## config.mk

```make
export PLATFORM = sky130hd
export DESIGN_NAME = iter_divider
export DESIGN_NICKNAME = d
export VERILOG_FILES = /design/src/rtl/iter_divider.sv
export SDC_FILE = /design/constraint.sdc
export NUM_CORES = 1
export LEC_CHECK = 0
export ABC_AREA = 0
export CELL_PAD_IN_SITES_DETAIL_PLACEMENT = 0
export CELL_PAD_IN_SITES_GLOBAL_PLACEMENT = 2
export CORE_MARGIN = 5
export CORE_UTILIZATION = 42
export DETAILED_ROUTE_END_ITERATION = 10
export DONT_BUFFER_PORTS = 1
export PLACE_DENSITY_LB_ADDON = 0.05
export SETUP_SLACK_MARGIN = 0.5
export SYNTH_ARGS = -nofsm -noshare
export SYNTH_HDL_FRONTEND = slang
export SYNTH_SLANG_ARGS = --single-unit
```

## constraint.sdc

```tcl
create_clock -name clk -period 9.7 [get_ports clk]
set_input_delay 1.455 -clock clk [delete_from_list [all_inputs] [get_ports clk]]
set_output_delay 1.455 -clock clk [all_outputs]
set_load 0.1 [all_outputs]
```

## src/rtl/iter_divider.sv

```systemverilog
`default_nettype none
// ============================================================================
//  Module      : iter_divider
//  Description : Iterative radix-2 restoring divider for the EXE stage.
//                Produces one quotient bit per cycle for DIV (signed) and
//                DIVU (unsigned). Quotient goes to LO and remainder to HI.
//                A start/done handshake is used, and the operation can be
//                flushed with cancel.
//  Revision    : 1.0 - initial release
// ============================================================================
module iter_divider #(
    parameter int WIDTH = 32
) (
    input  logic             clk,
    input  logic             rst,
    input  logic             start,
    input  logic             cancel,
    input  logic             sign,
    input  logic [WIDTH-1:0] dividend,
    input  logic [WIDTH-1:0] divisor,
    output logic             ready,
    output logic             busy,
    output logic             done,
    output logic [WIDTH-1:0] quotient,
    output logic [WIDTH-1:0] remainder
);

    // The iteration counter runs 0..WIDTH-1. The datapath assumes WIDTH >= 2.
    localparam int CNT_W = (WIDTH > 1) ? $clog2(WIDTH) : 1;
    localparam logic [CNT_W-1:0] c_last_iter = CNT_W'(WIDTH - 1);
    localparam logic [CNT_W-1:0] c_cnt_one   = CNT_W'(1);

    typedef enum logic [1:0] {
        ST_IDLE = 2'd0,
        ST_CALC = 2'd1,
        ST_DONE = 2'd2
    } state_t;

    state_t            r_state;
    state_t            w_state_nx;
    logic              w_accept;
    logic              w_finish;

    // Iteration state: the dividend register shifts left, and quotient bits
    // enter at its LSB. After WIDTH steps it therefore holds the raw quotient.
    logic [WIDTH-1:0]  r_dvd;
    logic [WIDTH-1:0]  r_dsr;
    logic [WIDTH-1:0]  r_rem;
    logic [CNT_W-1:0]  r_cnt;
    logic              r_neg_q;
    logic              r_neg_r;
    logic              r_div_zero;
    logic [WIDTH-1:0]  r_orig_dvd;

    logic [WIDTH-1:0]  r_quotient;
    logic [WIDTH-1:0]  r_remainder;

    // Operand magnitudes. Two's-complement negation of the most negative
    // value gives the same bit pattern back, and that pattern is the correct
    // unsigned magnitude.
    logic [WIDTH-1:0]  w_dvd_abs;
    logic [WIDTH-1:0]  w_dsr_abs;

    // Datapath for a single restoring step.
    logic [WIDTH:0]    w_rem_sh;
    logic              w_ge;
    logic [WIDTH-1:0]  w_rem_sub;
    logic [WIDTH-1:0]  w_rem_nx;
    logic [WIDTH-1:0]  w_dvd_nx;

    assign w_dvd_abs = (sign && dividend[WIDTH-1]) ? -dividend : dividend;
    assign w_dsr_abs = (sign && divisor[WIDTH-1])  ? -divisor  : divisor;

    // The partial remainder stays below |divisor|, so it fits in WIDTH bits.
    // Only the shifted value needs the extra bit for the compare. The
    // subtraction result is always below 2^WIDTH, so the subtraction can be
    // done at WIDTH bits.
    assign w_rem_sh  = {r_rem, r_dvd[WIDTH-1]};
    assign w_ge      = (w_rem_sh >= {1'b0, r_dsr});
    assign w_rem_sub = w_rem_sh[WIDTH-1:0] - r_dsr;
    assign w_rem_nx  = w_ge ? w_rem_sub : w_rem_sh[WIDTH-1:0];
    assign w_dvd_nx  = {r_dvd[WIDTH-2:0], w_ge};

    // The final iteration completes without a flush in the same cycle.
    assign w_finish  = (r_state == ST_CALC) && !cancel && (r_cnt == c_last_iter);

    assign quotient  = r_quotient;
    assign remainder = r_remainder;

    // State register
    always_ff @(posedge clk or posedge rst) begin
        if (rst) begin
            r_state <= ST_IDLE;
        end else begin
            r_state <= w_state_nx;
        end
    end

    // Next-state and handshake outputs. Cancel takes priority over start.
    always_comb begin
        w_state_nx = r_state;
        w_accept   = 1'b0;
        ready      = 1'b0;
        busy       = 1'b0;
        done       = 1'b0;
        case (r_state)
            ST_IDLE: begin
                ready = 1'b1;
                if (start && !cancel) begin
                    w_accept   = 1'b1;
                    w_state_nx = ST_CALC;
                end
            end
            ST_CALC: begin
                busy = 1'b1;
                if (cancel) begin
                    w_state_nx = ST_IDLE;
                end else if (r_cnt == c_last_iter) begin
                    w_state_nx = ST_DONE;
                end
            end
            ST_DONE: begin
                ready = 1'b1;
                done  = 1'b1;
                if (cancel) begin
                    w_state_nx = ST_IDLE;
                end else if (start) begin
                    w_accept   = 1'b1;
                    w_state_nx = ST_CALC;
                end else begin
                    w_state_nx = ST_IDLE;
                end
            end
            default: begin
                w_state_nx = ST_IDLE;
            end
        endcase
    end

    // Operand capture on accept, then one restoring iteration per CALC cycle
    always_ff @(posedge clk or posedge rst) begin
        if (rst) begin
            r_dvd      <= '0;
            r_dsr      <= '0;
            r_rem      <= '0;
            r_cnt      <= '0;
            r_neg_q    <= 1'b0;
            r_neg_r    <= 1'b0;
            r_div_zero <= 1'b0;
            r_orig_dvd <= '0;
        end else if (w_accept) begin
            r_dvd      <= w_dvd_abs;
            r_dsr      <= w_dsr_abs;
            r_rem      <= '0;
            r_cnt      <= '0;
            r_neg_q    <= sign && (dividend[WIDTH-1] ^ divisor[WIDTH-1]);
            r_neg_r    <= sign && dividend[WIDTH-1];
            r_div_zero <= (divisor == '0);
            r_orig_dvd <= dividend;
        end else if ((r_state == ST_CALC) && !cancel) begin
            r_dvd      <= w_dvd_nx;
            r_rem      <= w_rem_nx;
            r_cnt      <= r_cnt + c_cnt_one;
        end
    end

    // Result register: loaded only when an operation completes, so an
    // aborted operation leaves the previous result visible. Divide-by-zero
    // overrides the sign fix-up. It returns all ones and the untouched
    // dividend.
    always_ff @(posedge clk or posedge rst) begin
        if (rst) begin
            r_quotient  <= '0;
            r_remainder <= '0;
        end else if (w_finish) begin
            if (r_div_zero) begin
                r_quotient  <= '1;
                r_remainder <= r_orig_dvd;
            end else begin
                r_quotient  <= r_neg_q ? -w_dvd_nx : w_dvd_nx;
                r_remainder <= r_neg_r ? -w_rem_nx : w_rem_nx;
            end
        end
    end

endmodule
`default_nettype wire

```

# After elaboration in Yosys (flattened, before gate mapping)
# Index checks and enable logic that the tools add are counted.
word_totals:
  regBits: 202
  in_bits: 69
  out_inout_bits: 67
  elab_cells: 62
classes:
  n_addsub: 6
  n_lt_le_gt_ge: 1
  n_eq_ne: 5
  n_mux: 26
  bitwise_logic: 1
  n_reduce_logical: 12
ops:
  columns: ["cell", "n"]
  rows:
  - ["32-bit two-way mux", 11]
  - ["32-bit negation", 4]
  - ["33-bit by 32-bit >= comparator with 1-bit output", 1]
  - ["32-bit zero test", 1]
  - ["32-bit subtractor", 1]
  - ["5-bit two-way mux", 2]
  - ["1-bit two-way mux", 8]
  - ["1-bit logical AND", 6]
  - ["2-bit two-way mux", 3]
  - ["2-bit one-hot mux with 3 select lines", 1]
  - ["5-bit by 1-bit adder with 5-bit output (second input constant)", 1]
  - ["5-bit == test (second input constant)", 1]
  - ["3-bit inequality test (second input constant)", 1]
  - ["2-bit by 1-bit == test with 1-bit output (second input constant)", 1]
  - ["2-bit == test (second input constant)", 1]
  - ["2-bit zero test", 1]
  - ["2-bit inequality test (second input constant)", 1]
  - ["1-bit one-hot mux with 2 select lines", 1]
  - ["2-bit AND reduction", 1]
  - ["2-bit nonzero test", 1]
  - ["2-bit OR reduction", 1]
  - ["1-bit zero test", 1]
  - ["1-bit bitwise XOR", 1]

# Logic depth before layout (Yosys ltp)
# Gate-level depths: netlist of run 1.
depth:
  ltp_word: 5
  mapped_depth: 23

# Worst setup path before layout of run 1
# OpenSTA, ideal clock, no wires.
synth_path:
  kind: "reg-to-reg"
  from: "reg r_rem[7]"
  to: "reg r_remainder[24] (netlist: remainder[24])"
  setup_time_ns: 0.129
  arrival_ns: 4.994
  required_ns: 9.571
  slack_ns: 4.577
  path_stages_with_launch: 22
  n_path_buf: 4
  cell_sequence: "dfrtp_1 -> ha_1 -> buf_2 -> a21oi_1 -> o21ai_1 -> a21o_1 -> o311ai_4 -> nand2_4 -> inv_2 -> buf_2 -> buf_4 -> buf_2 -> mux2i_1 -> ha_1 -> nand2_1 -> or4b_1 -> mux2_4 -> or3_4 -> o41ai_2 -> xor2_1 -> mux2i_1 -> o21ai_1"
synth_via:
  elab_chain_len: 5
synth_lines:
  columns: ["element", "line", "source"]
  rows:
  - ["from (decl)", "48", "logic [WIDTH-1:0] r_rem;"]
  - ["from (signal assigned)", "162", "r_rem <= w_rem_nx;"]
  - ["32-bit subtractor or 33-bit by 32-bit >= comparator with 1-bit output (tied branches)", "80, 79", null]
  - ["32-bit two-way mux (*)", "81", "assign w_rem_nx = w_ge ? w_rem_sub : w_rem_sh[WIDTH-1:0];"]
  - ["32-bit negation", "181", "r_remainder <= r_neg_r ? -w_rem_nx : w_rem_nx;"]
  - ["32-bit two-way mux (*)", "181", null]
  - ["32-bit two-way mux (*)", "176", "if (r_div_zero) begin"]
  - ["to (signal assigned)", "178", "r_remainder <= r_orig_dvd;"]
  - ["to (signal assigned)", "181", null]
  - ["to (decl)", "56", "logic [WIDTH-1:0] r_remainder;"]
# Every way passes the cells marked *; elsewhere a longest branch is shown, timed or not.
# A chain may end at the register's enable or synchronous reset.

# Final worst setup path of run 1
layout_path:
  from: "reg r_rem[7]"
  to: "reg r_remainder[30] (netlist: remainder[30])"
# Same word-level chain as after synthesis.

==> key figures, run 1 <==
Placed design
  • # port buffers: 0
  • Placed Cells incl. Taps: 1974
  • RD Place Congestion: 0.923
  • Post-DP HPWL: 34.2 mm

STA
  • Count of final setup violators: 0
  • Highest Clock Rate: 165 MHz
  • Worst-Margin Slew: 1.11 ns
  • Total count of max-transition violations in the final report: 0
  • RSZ-0062 raised after global routing: false
  • Final count of hold timing violations: 0
  • Slew Limit Headroom: 0.262
  • Final worst path period need: 6.06 ns
  • Post-route fraction of the period consumed by the critical path: 0.625
  • Accumulated negative setup slack: 0 ns
  • Clock tree skew after final layout: 0.0105 ns

Floorplanning
  • Die X: 189 um
  • Die Y: 189 um
  • Initial standard-cell utilization of the core: 0.424
  • Number of top-level design ports: 136
  • Core region area: 31600 um^2
  • Die outline area: 35600 um^2
  • Rows: 65

Global routing
  • Initial antenna violation count: 0
  • Overall overflow remaining after global route: 0
  • Met3 GRT Util: 0.0572
  • Overall fraction of global-route tracks in use: 0.255
  • Global-route wire length before repair: 71.2 mm
  • Maximum number of pins on one net before global-route repair: 95
  • Number of global-route vias before repair: 11500
  • Global-route track usage on met2: 0.360
  • Met1 track utilization from global routing: 0.394
  • Gr busiest metal: met1

Min path
  • Classification of the worst-slack hold path: reg2reg

Detailed routing
  • DRT iter0 DRCs: 1023
  • Wire length reported by the detailed router: 46.1 mm
  • # DRC: 0
  • Average wire per cell in the routed design: 22.8 um
  • Post-detailed-route via-to-cell ratio: 5.86
  • Antenna violation net count after detailed routing: 0
  • Via total after detailed routing: 11800
  • Number of iterations in the first detailed-routing pass: 5

Yosys
  • Total nets after synthesis: 1760
  • Average cell area after synthesis: 8.11 um^2
  • Flip-flop cell with the highest count after synthesis: sky130_fd_sc_hd__dfrtp_1
  • Area leader, netlist: sky130_fd_sc_hd__dfrtp_1
  • Flop and latch count out of synthesis: 202
  • Synthesized instance count: 1652
  • Cell area after synthesis: 13400 um^2
  • Number of different library cells in the post-synthesis netlist: 85
  • Sequential element share of the synthesized area: 0.377
  • Share of the synthesized area in the top cell type: 0.377
  • Yosys warning count: 0
  • Leading post-synthesis cells by cell area: sky130_fd_sc_hd__dfrtp_1 38%, sky130_fd_sc_hd__nand2_1 8.9%, sky130_fd_sc_hd__o21ai_0 5.3%, sky130_fd_sc_hd__xor2_1 5.2%, sky130_fd_sc_hd__a21oi_1 4.3%
  • Count of flip-flops with a built-in enable after synthesis: 0
  • Async set-reset flop share out of synthesis: 1.00

Layout
  • Seq. cell area: 5050 um^2
  • Post-synthesis to final-layout area growth: 8.83%
  • Fraction of final layout cells with drive strength greater than 1: 0.0611
  • Most frequent cells in the layout: 314 x sky130_fd_sc_hd__nand2_1, 202 x sky130_fd_sc_hd__dfrtp_1, 142 x sky130_fd_sc_hd__nor2_1, 142 x sky130_fd_sc_hd__o21ai_0, 114 x sky130_fd_sc_hd__a21oi_1
  • Most frequent standard cell in the layout excluding fill and tap cells: sky130_fd_sc_hd__nand2_1
  • Filler cells: 3211
  • Area of the multi-input gates: 7790 um^2
  • Share of the core filled with cells in the final layout: 0.462
  • Number of nets in the final layout: 1708
  • Antenna cells: 0
  • Cell Count, Final, Fillers Out: 2021

Clock network
  • Clock edge transition at the registers on the reported setup and hold paths: 0.06 ns
  • Hold-fix buffer count after cts: 0
  • H-tree Lvls: 1
  • Number of buffers created by CTS: 26
  • Master cell of the clock root buffer: sky130_fd_sc_hd__clkbuf_16
  • CTS tree: yes
  • Maximum count of clock buffers along a single path: 3
  • Post_cts resized: 0
  • Count of buffers added by post-CTS timing repair for setup: 0
  • Clock network latency to the later pin of the worst-skew pair: 0.54 ns
  • Number of clock sinks: 202

Power and ir drop
  • Power density normalized to cell area: 371 nW/um^2
  • Static leakage power: 6.51 nW
  • Sequential Power Share: 0.216
  • Clock Power Share: 0.191
  • Final total power: 5.41 mW
  • Cell internal power dissipation: 2.72 mW
  • Fraction of power consumed by combinational cells: 0.593
  • Sw Ratio: 0.497
  • Worst-case vdd ir drop: 0.000197 V
  • Net switching power of the design: 2.69 mW

Worst setup path
  • Critical Path AT: 6.53 ns
  • Endpoint type of the worst setup path: flip-flop
  • Req. time, crit path: 10.17 ns
  • Path type of the worst setup path: reg2reg
  • Critical path launch point type: flip-flop
  • Biggest fanout along the worst timing path: 48

Flow run
  • Max-cap violation count: 0

Status
  • Result of the run: completed
[layout make-up]
cell class | instances | share of cell area
sequential | 202 | 0.347
multi-input combinational | 1302 | 0.534
inverter | 55 | 0.0147
clock inverter | 19 | 0.0172
tap | 402 | 0.0345
clock buffer | 28 | 0.0458
timing repair buffer | 13 | 0.00670
[Yosys cell counts, types with 6 or more instances]
cell type                  instances
sky130_fd_sc_hd__dfrtp_1         202
sky130_fd_sc_hd__or3_1            13
sky130_fd_sc_hd__or4_1            15
sky130_fd_sc_hd__buf_1            10
sky130_fd_sc_hd__o41ai_1          16
sky130_fd_sc_hd__a31oi_1          44
sky130_fd_sc_hd__inv_1            53
sky130_fd_sc_hd__ha_1             38
sky130_fd_sc_hd__or2_2             6
sky130_fd_sc_hd__clkbuf_1         69
sky130_fd_sc_hd__a21o_1           17
sky130_fd_sc_hd__a22o_1            6
sky130_fd_sc_hd__xnor2_1          57
sky130_fd_sc_hd__o211ai_1          7
sky130_fd_sc_hd__a21oi_1         114
sky130_fd_sc_hd__o31ai_1          27
sky130_fd_sc_hd__nor2b_1           6
sky130_fd_sc_hd__nor2_1          145
sky130_fd_sc_hd__buf_2            11
sky130_fd_sc_hd__nand2_1         316
sky130_fd_sc_hd__o21a_1           12
sky130_fd_sc_hd__nor4_1           12
sky130_fd_sc_hd__nand3_1          26
sky130_fd_sc_hd__xor2_1           80
sky130_fd_sc_hd__nand4_1          16
sky130_fd_sc_hd__and2_1           10
sky130_fd_sc_hd__nor3_1           34
sky130_fd_sc_hd__mux2i_1          24
sky130_fd_sc_hd__o21ai_0         142
sky130_fd_sc_hd__and3_1           11
[power by group through the flow]
| stage | registers (mW) | clock network, mW | logic (mW) |
|---|---|---|---|
| floorplan | 1.11 | 0 | 2.25 |
| global placement | 1.17 | 0 | 3.18 |
| detailed placement | 1.18 | 0 | 3.17 |
| CTS | 1.16 | 1.06 | 3.18 |
| global route | 1.19 | 1.10 | 3.47 |
| finish | 1.17 | 1.03 | 3.21 |
[layer usage]
layer | vias up | wire, um
met5 | - | 0
met4 | 0 | 1050
met3 | 61 | 3610
met2 | 370 | 18900
met1 | 5686 | 22600
li1 | 5727 | -
[registers in the layout, indices dropped and copies added (netlist names)]
name,cells
quotient,32
r_dsr,32
r_dvd,32
r_orig_dvd,32
r_rem,32
remainder,32
r_cnt,5
r_state,2
r_div_zero,1
r_neg_q,1
r_neg_r,1
[worst max-delay path: stages, from the launching register on]
cell and delay (ns):
sky130_fd_sc_hd__dfrtp_1 0.43, sky130_fd_sc_hd__ha_1 0.41, sky130_fd_sc_hd__a21oi_1 0.29, sky130_fd_sc_hd__o21ai_1 0.22, sky130_fd_sc_hd__a21o_1 0.28, sky130_fd_sc_hd__o311ai_4 0.52, sky130_fd_sc_hd__nand2_4 0.42, sky130_fd_sc_hd__inv_2 0.11
sky130_fd_sc_hd__buf_4 0.46, sky130_fd_sc_hd__mux2i_1 0.37, sky130_fd_sc_hd__ha_1 0.26, sky130_fd_sc_hd__nand2_1 0.08, sky130_fd_sc_hd__or4b_1 0.53, sky130_fd_sc_hd__mux2_4 0.30, sky130_fd_sc_hd__nor3_1 0.38, sky130_fd_sc_hd__nand2_1 0.15
sky130_fd_sc_hd__and3b_1 0.25, sky130_fd_sc_hd__mux2_2 0.33, sky130_fd_sc_hd__a21oi_1 0.14
[cell families (layout without fill, tap and decap cells)]
family | after synthesis | in the layout | share of synthesized area
AOI/OAI and AO/OA | 458 | 458 | 0.216
and+or+nand+nor | 640 | 640 | 0.215
xor gates and xnor gates | 138 | 138 | 0.0908
buffers and inverters | 148 | 115 | 0.0436
adders and majority gates | 39 | 39 | 0.0370
DFF | 202 | 202 | 0.377
muxes | 27 | 27 | 0.0207
[path summary, 6_finish.rpt]
kind	startpoint	end	slack, ns	cells past startpoint
max	r_rem[7]	remainder[30]	3.64	18
min	r_orig_dvd[10]	r_orig_dvd[10]	0.47	2
max reg2reg	r_rem[7]	remainder[30]	3.64	18
min reg2reg	r_orig_dvd[10]	r_orig_dvd[10]	0.47	2
max in group asynchronous	rst	r_rem[9]	7.59	2
min in group asynchronous	rst	remainder[8]	0.87	1
[metrics by stage]
step	cell area (um^2)	hold WS, ns	setup WS, ns
floorplan	13400	0.438	2.73
detailed placement	13700	0.463	3.75
global placement	13700	0.457	3.88
global route	14600	0.501	3.25
finish	14600	0.475	3.64
CTS	14600	0.479	3.74
(Power assumes the default switching activity.)
==> inputs of run 2 (changes only) <==
--- a/config.mk
+++ b/config.mk
@@ -9,7 +9,7 @@
 export CELL_PAD_IN_SITES_DETAIL_PLACEMENT = 0
 export CELL_PAD_IN_SITES_GLOBAL_PLACEMENT = 2
 export CORE_MARGIN = 5
-export CORE_UTILIZATION = 42
+export CORE_UTILIZATION = 39
 export DETAILED_ROUTE_END_ITERATION = 10
 export DONT_BUFFER_PORTS = 1
 export PLACE_DENSITY_LB_ADDON = 0.05
==> constraint.sdc (replaced) <==
create_clock -name clk -period 5.79 [get_ports clk]
set_input_delay 0.8685 -clock clk [delete_from_list [all_inputs] [get_ports clk]]
set_output_delay 0.8685 -clock clk [all_outputs]
set_load 0.1 [all_outputs]
==> key figures, run 2 (same netlist as run 1, synthesis figures left out) <==
Global routing
  • Overall fraction of global-route tracks in use: 0.240
  • Global-route wire length before repair: 72.4 mm
  • Number of global-route vias before repair: 11500
  • Initial antenna violation count: 2
  • Overall overflow remaining after global route: 0
  • Maximum number of pins on one net before global-route repair: 156

Clock network
  • Number of buffers created by CTS: 25
  • H-tree Lvls: 1
  • Maximum count of clock buffers along a single path: 3
  • Hold-fix buffer count after cts: 0
  • CTS tree: yes
  • Number of clock sinks: 202
  • Clock network latency to the later pin of the worst-skew pair: 0.55 ns
  • Master cell of the clock root buffer: sky130_fd_sc_hd__clkbuf_16
  • Clock edge transition at the registers on the reported setup and hold paths: 0.06 ns

Layout
  • Share of the core filled with cells in the final layout: 0.436
  • Fraction of final layout cells with drive strength greater than 1: 0.0666
  • Post-synthesis to final-layout area growth: 9.75%
  • Filler cells: 3526
  • Antenna cells: 0
  • Number of nets in the final layout: 1712
  • Most frequent cells in the layout: 314 x sky130_fd_sc_hd__nand2_1, 202 x sky130_fd_sc_hd__dfrtp_1, 142 x sky130_fd_sc_hd__nor2_1, 141 x sky130_fd_sc_hd__o21ai_0, 112 x sky130_fd_sc_hd__a21oi_1
  • Most frequent standard cell in the layout excluding fill and tap cells: sky130_fd_sc_hd__nand2_1

Detailed routing
  • DRT iter0 DRCs: 1028
  • Post-detailed-route via-to-cell ratio: 5.75
  • Number of iterations in the first detailed-routing pass: 5
  • Average wire per cell in the routed design: 22.7 um
  • Wire length reported by the detailed router: 47.0 mm
  • # DRC: 0
  • Antenna violation net count after detailed routing: 0
  • Via total after detailed routing: 11900

STA
  • Final worst path period need: 5.02 ns
  • RSZ-0062 raised after global routing: false
  • Highest Clock Rate: 199 MHz
  • Total count of max-transition violations in the final report: 0
  • Clock tree skew after final layout: 0.0225 ns
  • Count of final setup violators: 0
  • Accumulated negative setup slack: 0 ns
  • Final count of hold timing violations: 0
  • Worst-Margin Slew: 1.07 ns
  • Slew Limit Headroom: 0.287
  • Post-route fraction of the period consumed by the critical path: 0.866

Floorplanning
  • Core region area: 33700 um^2
  • Number of top-level design ports: 136
  • Die outline area: 38100 um^2
  • Rows: 67
  • Die X: 195 um
  • Die Y: 195 um
  • Initial standard-cell utilization of the core: 0.397

Worst setup path
  • Slowest cell on the critical path: sky130_fd_sc_hd__or4b_1
  • Path type of the worst setup path: reg2reg
  • Req. time, crit path: 6.19 ns
  • Endpoint type of the worst setup path: flip-flop
  • Biggest fanout along the worst timing path: 10
  • Critical Path AT: 5.41 ns
  • List of cells traversed by the critical path: ha_1 -> a21oi_1 -> o21ai_0 -> a211oi_1 -> o211a_1 -> nand2_4 -> inv_2 -> mux2i_1 -> ha_1 -> nand2_1 -> or4b_1 -> mux2_4 -> or3_4 -> o41ai_2 -> xor2_1 -> mux2i_1 -> o21ai_1
  • Maximum cell stage delay along the critical path: 0.53 ns
  • Critical path launch point type: flip-flop

Power and ir drop
  • Static leakage power: 6.52 nW
  • Power density normalized to cell area: 623 nW/um^2
  • Worst-case vdd ir drop: 0.000317 V

Status
  • Result of the run: completed

Placed design
  • # port buffers: 0
  • RD Place Congestion: 0.915
  • Post-DP HPWL: 35.4 mm

Min path
  • Classification of the worst-slack hold path: in2async

Flow run
  • Max-cap violation count: 0
run 2: changes by cell type in the layout (fill, tap and decap cells not counted), sizes merged:
cell	previous run	this run
buf	13	18
bufinv	5	4
clkbuf	28	35
clkinv	11	3
run 2: final timing paths:
kind | slack, ns | depth (start not counted) | startpoint | to
max | 0.77 | 17 | r_rem[17] | remainder[24]
min | 0.39 | 2 | rst | remainder[8]
max reg2reg | 0.77 | 17 | r_rem[17] | remainder[24]
min reg2reg | 0.47 | 2 | r_orig_dvd[11] | r_orig_dvd[11]
max in group asynchronous | 4.63 | 2 | rst | r_dvd[27]
min in group clk | 0.42 | 1 | divisor[31] | r_div_zero
run 2: area by class of cell:
cell class                 instances  area, um^2  share of cell area
tap                              448         561              0.0381
multi-input combinational       1302        7810               0.531
inverter                          55         210              0.0143
timing repair buffer              18         148              0.0100
clock inverter                    10         170              0.0116
clock buffer                      35         743              0.0506
sequential                       202        5050               0.344
run 2: routing by layer:
| layer | track usage | wire, um | vias up |
|---|---|---|---|
| met1 | 0.368 | 23200 | 5770 |
| met4 | 0.0440 | 839 | 0 |
| met2 | 0.338 | 19200 | 340 |
| met5 | 0 | 0 | - |
| met3 | 0.0658 | 3730 | 58 |
| li1 | - | - | 5744 |
run 2: power by group:
group          switching (mW)  leakage (nW)  internal [mW]
registers               0.298          2.64           1.66
clock network           0.656         0.446           1.07
logic                    3.57          3.44           1.89
run 2: per-stage QoR:
stage / area [um^2] / total power, mW / hold WS (ns) / setup slack, ns / cells
after floorplan: 13400 / 5.64 / 0.438 / 0.667 / 1652
after global placement: 13700 / 7.38 / 0.454 / 0.843 / 2023
after detailed placement: 13700 / 7.36 / 0.457 / 0.677 / 2023
after CTS: 14700 / 9.12 / 0.400 / 0.646 / 2068
after global routing: 14700 / 9.78 / 0.403 / 0.499 / 2070
final: 14700 / 9.15 / 0.391 / 0.773 / 2070
run 2: critical path, delay by kind of cell, from the launching register on:
family          cells  cell delay [ns]
fa+ha+maj           2             0.63
buf+inv             1             0.08
xor+xnor            1             0.11
simple gates        4             1.15
mux                 3             0.77
flops               1             0.42
compound gates      6             1.69
run 2: timing repair:
action                     4_1_cts  5_1_grt
gates resized for setup          0        8
setup buffers                    0        2
setup endpoints to repair        0        6
==> inputs of run 3 (changes only) <==
--- a/config.mk
+++ b/config.mk
@@ -7,9 +7,9 @@
 export LEC_CHECK = 0
 export ABC_AREA = 0
 export CELL_PAD_IN_SITES_DETAIL_PLACEMENT = 0
-export CELL_PAD_IN_SITES_GLOBAL_PLACEMENT = 2
+export CELL_PAD_IN_SITES_GLOBAL_PLACEMENT = 1
 export CORE_MARGIN = 5
-export CORE_UTILIZATION = 39
+export CORE_UTILIZATION = 45
 export DETAILED_ROUTE_END_ITERATION = 10
 export DONT_BUFFER_PORTS = 1
 export PLACE_DENSITY_LB_ADDON = 0.05
==> key figures, run 3 (same netlist as run 1, synthesis figures left out) <==
Detailed routing
  • # DRC: 0
  • Met3 Routed Length: 3.18 mm
  • Average wire per cell in the routed design: 22.3 um
  • DRT iter0 DRCs: 1188
  • Routed wire length on met2: 18.2 mm
  • Wire length reported by the detailed router: 44.9 mm
  • Top routing layer in use: met4
  • Post-detailed-route via-to-cell ratio: 5.92
  • Via total after detailed routing: 11900
  • Antenna violation net count after detailed routing: 0
  • DRT met1 WL: 22.5 mm
  • Number of iterations in the first detailed-routing pass: 5

Layout
  • Antenna cells: 0
  • Most frequent standard cell in the layout excluding fill and tap cells: sky130_fd_sc_hd__nand2_1
  • Number of nets in the final layout: 1713
  • Most frequent cells in the layout: 315 x sky130_fd_sc_hd__nand2_1, 202 x sky130_fd_sc_hd__dfrtp_1, 142 x sky130_fd_sc_hd__nor2_1, 140 x sky130_fd_sc_hd__o21ai_0, 112 x sky130_fd_sc_hd__a21oi_1
  • Post-synthesis to final-layout area growth: 8.58%
  • Cell Count, Final, Fillers Out: 2010
  • Fraction of final layout cells with drive strength greater than 1: 0.0660

Status
  • Result of the run: completed

Floorplanning
  • Die outline area: 33300 um^2
  • Core region area: 29500 um^2
  • Die X: 183 um
  • Number of top-level design ports: 136
  • Initial standard-cell utilization of the core: 0.454
  • Rows: 63
  • Die Y: 183 um

Worst setup path
  • Launch point of the worst reg-to-reg path: r_rem[4]
  • Path type of the worst setup path: reg2reg
  • Critical Path AT: 5.28 ns
  • Setup slack of the most critical reg-to-reg path: 0.90 ns
  • Endpoint type of the worst setup path: flip-flop
  • Biggest fanout along the worst timing path: 10
  • Endpoint of the worst register-to-register path: remainder[24]
  • Critical path launch point type: flip-flop
  • Req. time, crit path: 6.18 ns
  • FF-to-FF path depth: 17

STA
  • RSZ-0062 raised after global routing: false
  • Accumulated negative setup slack: 0 ns
  • Clock tree skew after final layout: 0.00973 ns
  • Total count of max-transition violations in the final report: 0
  • Count of final setup violators: 0
  • Highest Clock Rate: 204 MHz
  • Post-route fraction of the period consumed by the critical path: 0.845
  • Slew Limit Headroom: 0.272
  • Final worst path period need: 4.89 ns
  • Worst-Margin Slew: 1.09 ns
  • Final count of hold timing violations: 0

Global routing
  • Overall fraction of global-route tracks in use: 0.263
  • Overall overflow remaining after global route: 0
  • Number of global-route vias before repair: 11400
  • Global-route wire length before repair: 69.9 mm
  • Maximum number of pins on one net before global-route repair: 135
  • Initial antenna violation count: 1

Flow run
  • Max-cap violation count: 0

Placed design
  • Placed Cells incl. Taps: 1964
  • RD Place Congestion: 0.930
  • Post-DP HPWL: 33.5 mm
  • # port buffers: 0

Min path
  • Classification of the worst-slack hold path: in2async

Clock network
  • H-tree Lvls: 1
  • Hold-fix buffer count after cts: 0
  • Master cell of the clock root buffer: sky130_fd_sc_hd__clkbuf_16
  • Clock network latency to the later pin of the worst-skew pair: 0.53 ns
  • Clock edge transition at the registers on the reported setup and hold paths: 0.06 ns
  • Number of buffers created by CTS: 25
  • Maximum count of clock buffers along a single path: 3
  • Number of clock sinks: 202
  • CTS tree: yes

Power and ir drop
  • Worst-case vdd ir drop: 0.000279 V
  • Power density normalized to cell area: 616 nW/um^2
  • Final total power: 8.96 mW
  • Static leakage power: 6.48 nW
-- run 3: area by class of cell --
type                            count  area (um^2)
Clock inverter                     12          140
Fill cell                        2968        14900
Tap cell                          390          488
Inverter                           55          210
Timing Repair Buffer               19          155
Multi-Input combinational cell   1302         7820
Clock buffer                       30          674
Sequential cell                   202         5050
-- run 3: layer usage --
layer  vias up  GRT usage
met2       366      0.370
met3        62     0.0492
met4         0     0.0585
met5         -          0
li1       5729          -
met1      5736      0.417
-- run 3: stage by stage --
step	worst slack (ns)	hold slack [ns]	cell area (um^2)	util
finish	0.896	0.363	14500	0.493
global route	0.505	0.434	14500	0.493
CTS	0.653	0.417	14500	0.491
detailed placement	0.681	0.459	13700	0.463
global placement	0.865	0.457	13700	0.463
floorplan	0.667	0.438	13400	-
-- run 3: worst max-delay path by stage --
stage | startpoint | end | slack (ns) | cells after the start
2_1_floorplan | r_rem[7] | remainder[24] | 0.67 | 21
3_3_place_gp | r_rem[7] | remainder[24] | 0.86 | 17
6_report | r_rem[4] | remainder[24] | 0.90 | 17
5_1_grt | r_rem[13] | remainder[24] | 0.50 | 17
3_5_place_dp | r_rem[7] | remainder[24] | 0.68 | 17
4_1_cts | r_rem[7] | remainder[24] | 0.65 | 16
-- run 3: what timing repair did --
| item | in CTS | in global routing |
|---|---|---|
| hold endpoints to repair | 0 | 0 |
| setup buffers | 0 | 4 |
| resized for setup | 0 | 12 |
| setup endpoints to repair | 0 | 7 |
-- run 3: critical path: stages (launching register included) --
cell	delay, ns
sky130_fd_sc_hd__dfrtp_1	0.44
sky130_fd_sc_hd__ha_1	0.52
sky130_fd_sc_hd__nand4_1	0.29
sky130_fd_sc_hd__nor4_1	0.38
sky130_fd_sc_hd__nand3_1	0.17
sky130_fd_sc_hd__o211a_2	0.23
sky130_fd_sc_hd__nand2_4	0.12
sky130_fd_sc_hd__inv_2	0.05
sky130_fd_sc_hd__mux2i_1	0.26
sky130_fd_sc_hd__ha_1	0.25
sky130_fd_sc_hd__nand2_1	0.08
sky130_fd_sc_hd__or4b_1	0.53
sky130_fd_sc_hd__mux2_4	0.31
sky130_fd_sc_hd__or3_4	0.41
sky130_fd_sc_hd__o41ai_2	0.36
sky130_fd_sc_hd__xor2_1	0.12
sky130_fd_sc_hd__mux2i_1	0.16
sky130_fd_sc_hd__o21ai_1	0.07
-- run 3: report_power, final --
| part | switching (mW) | total (mW) | internal [mW] |
|---|---|---|---|
| clock network | 0.635 | 1.59 | 0.955 |
| logic | 3.52 | 5.40 | 1.88 |
| registers | 0.305 | 1.97 | 1.66 |
| total | 4.46 | 8.96 | 4.49 |
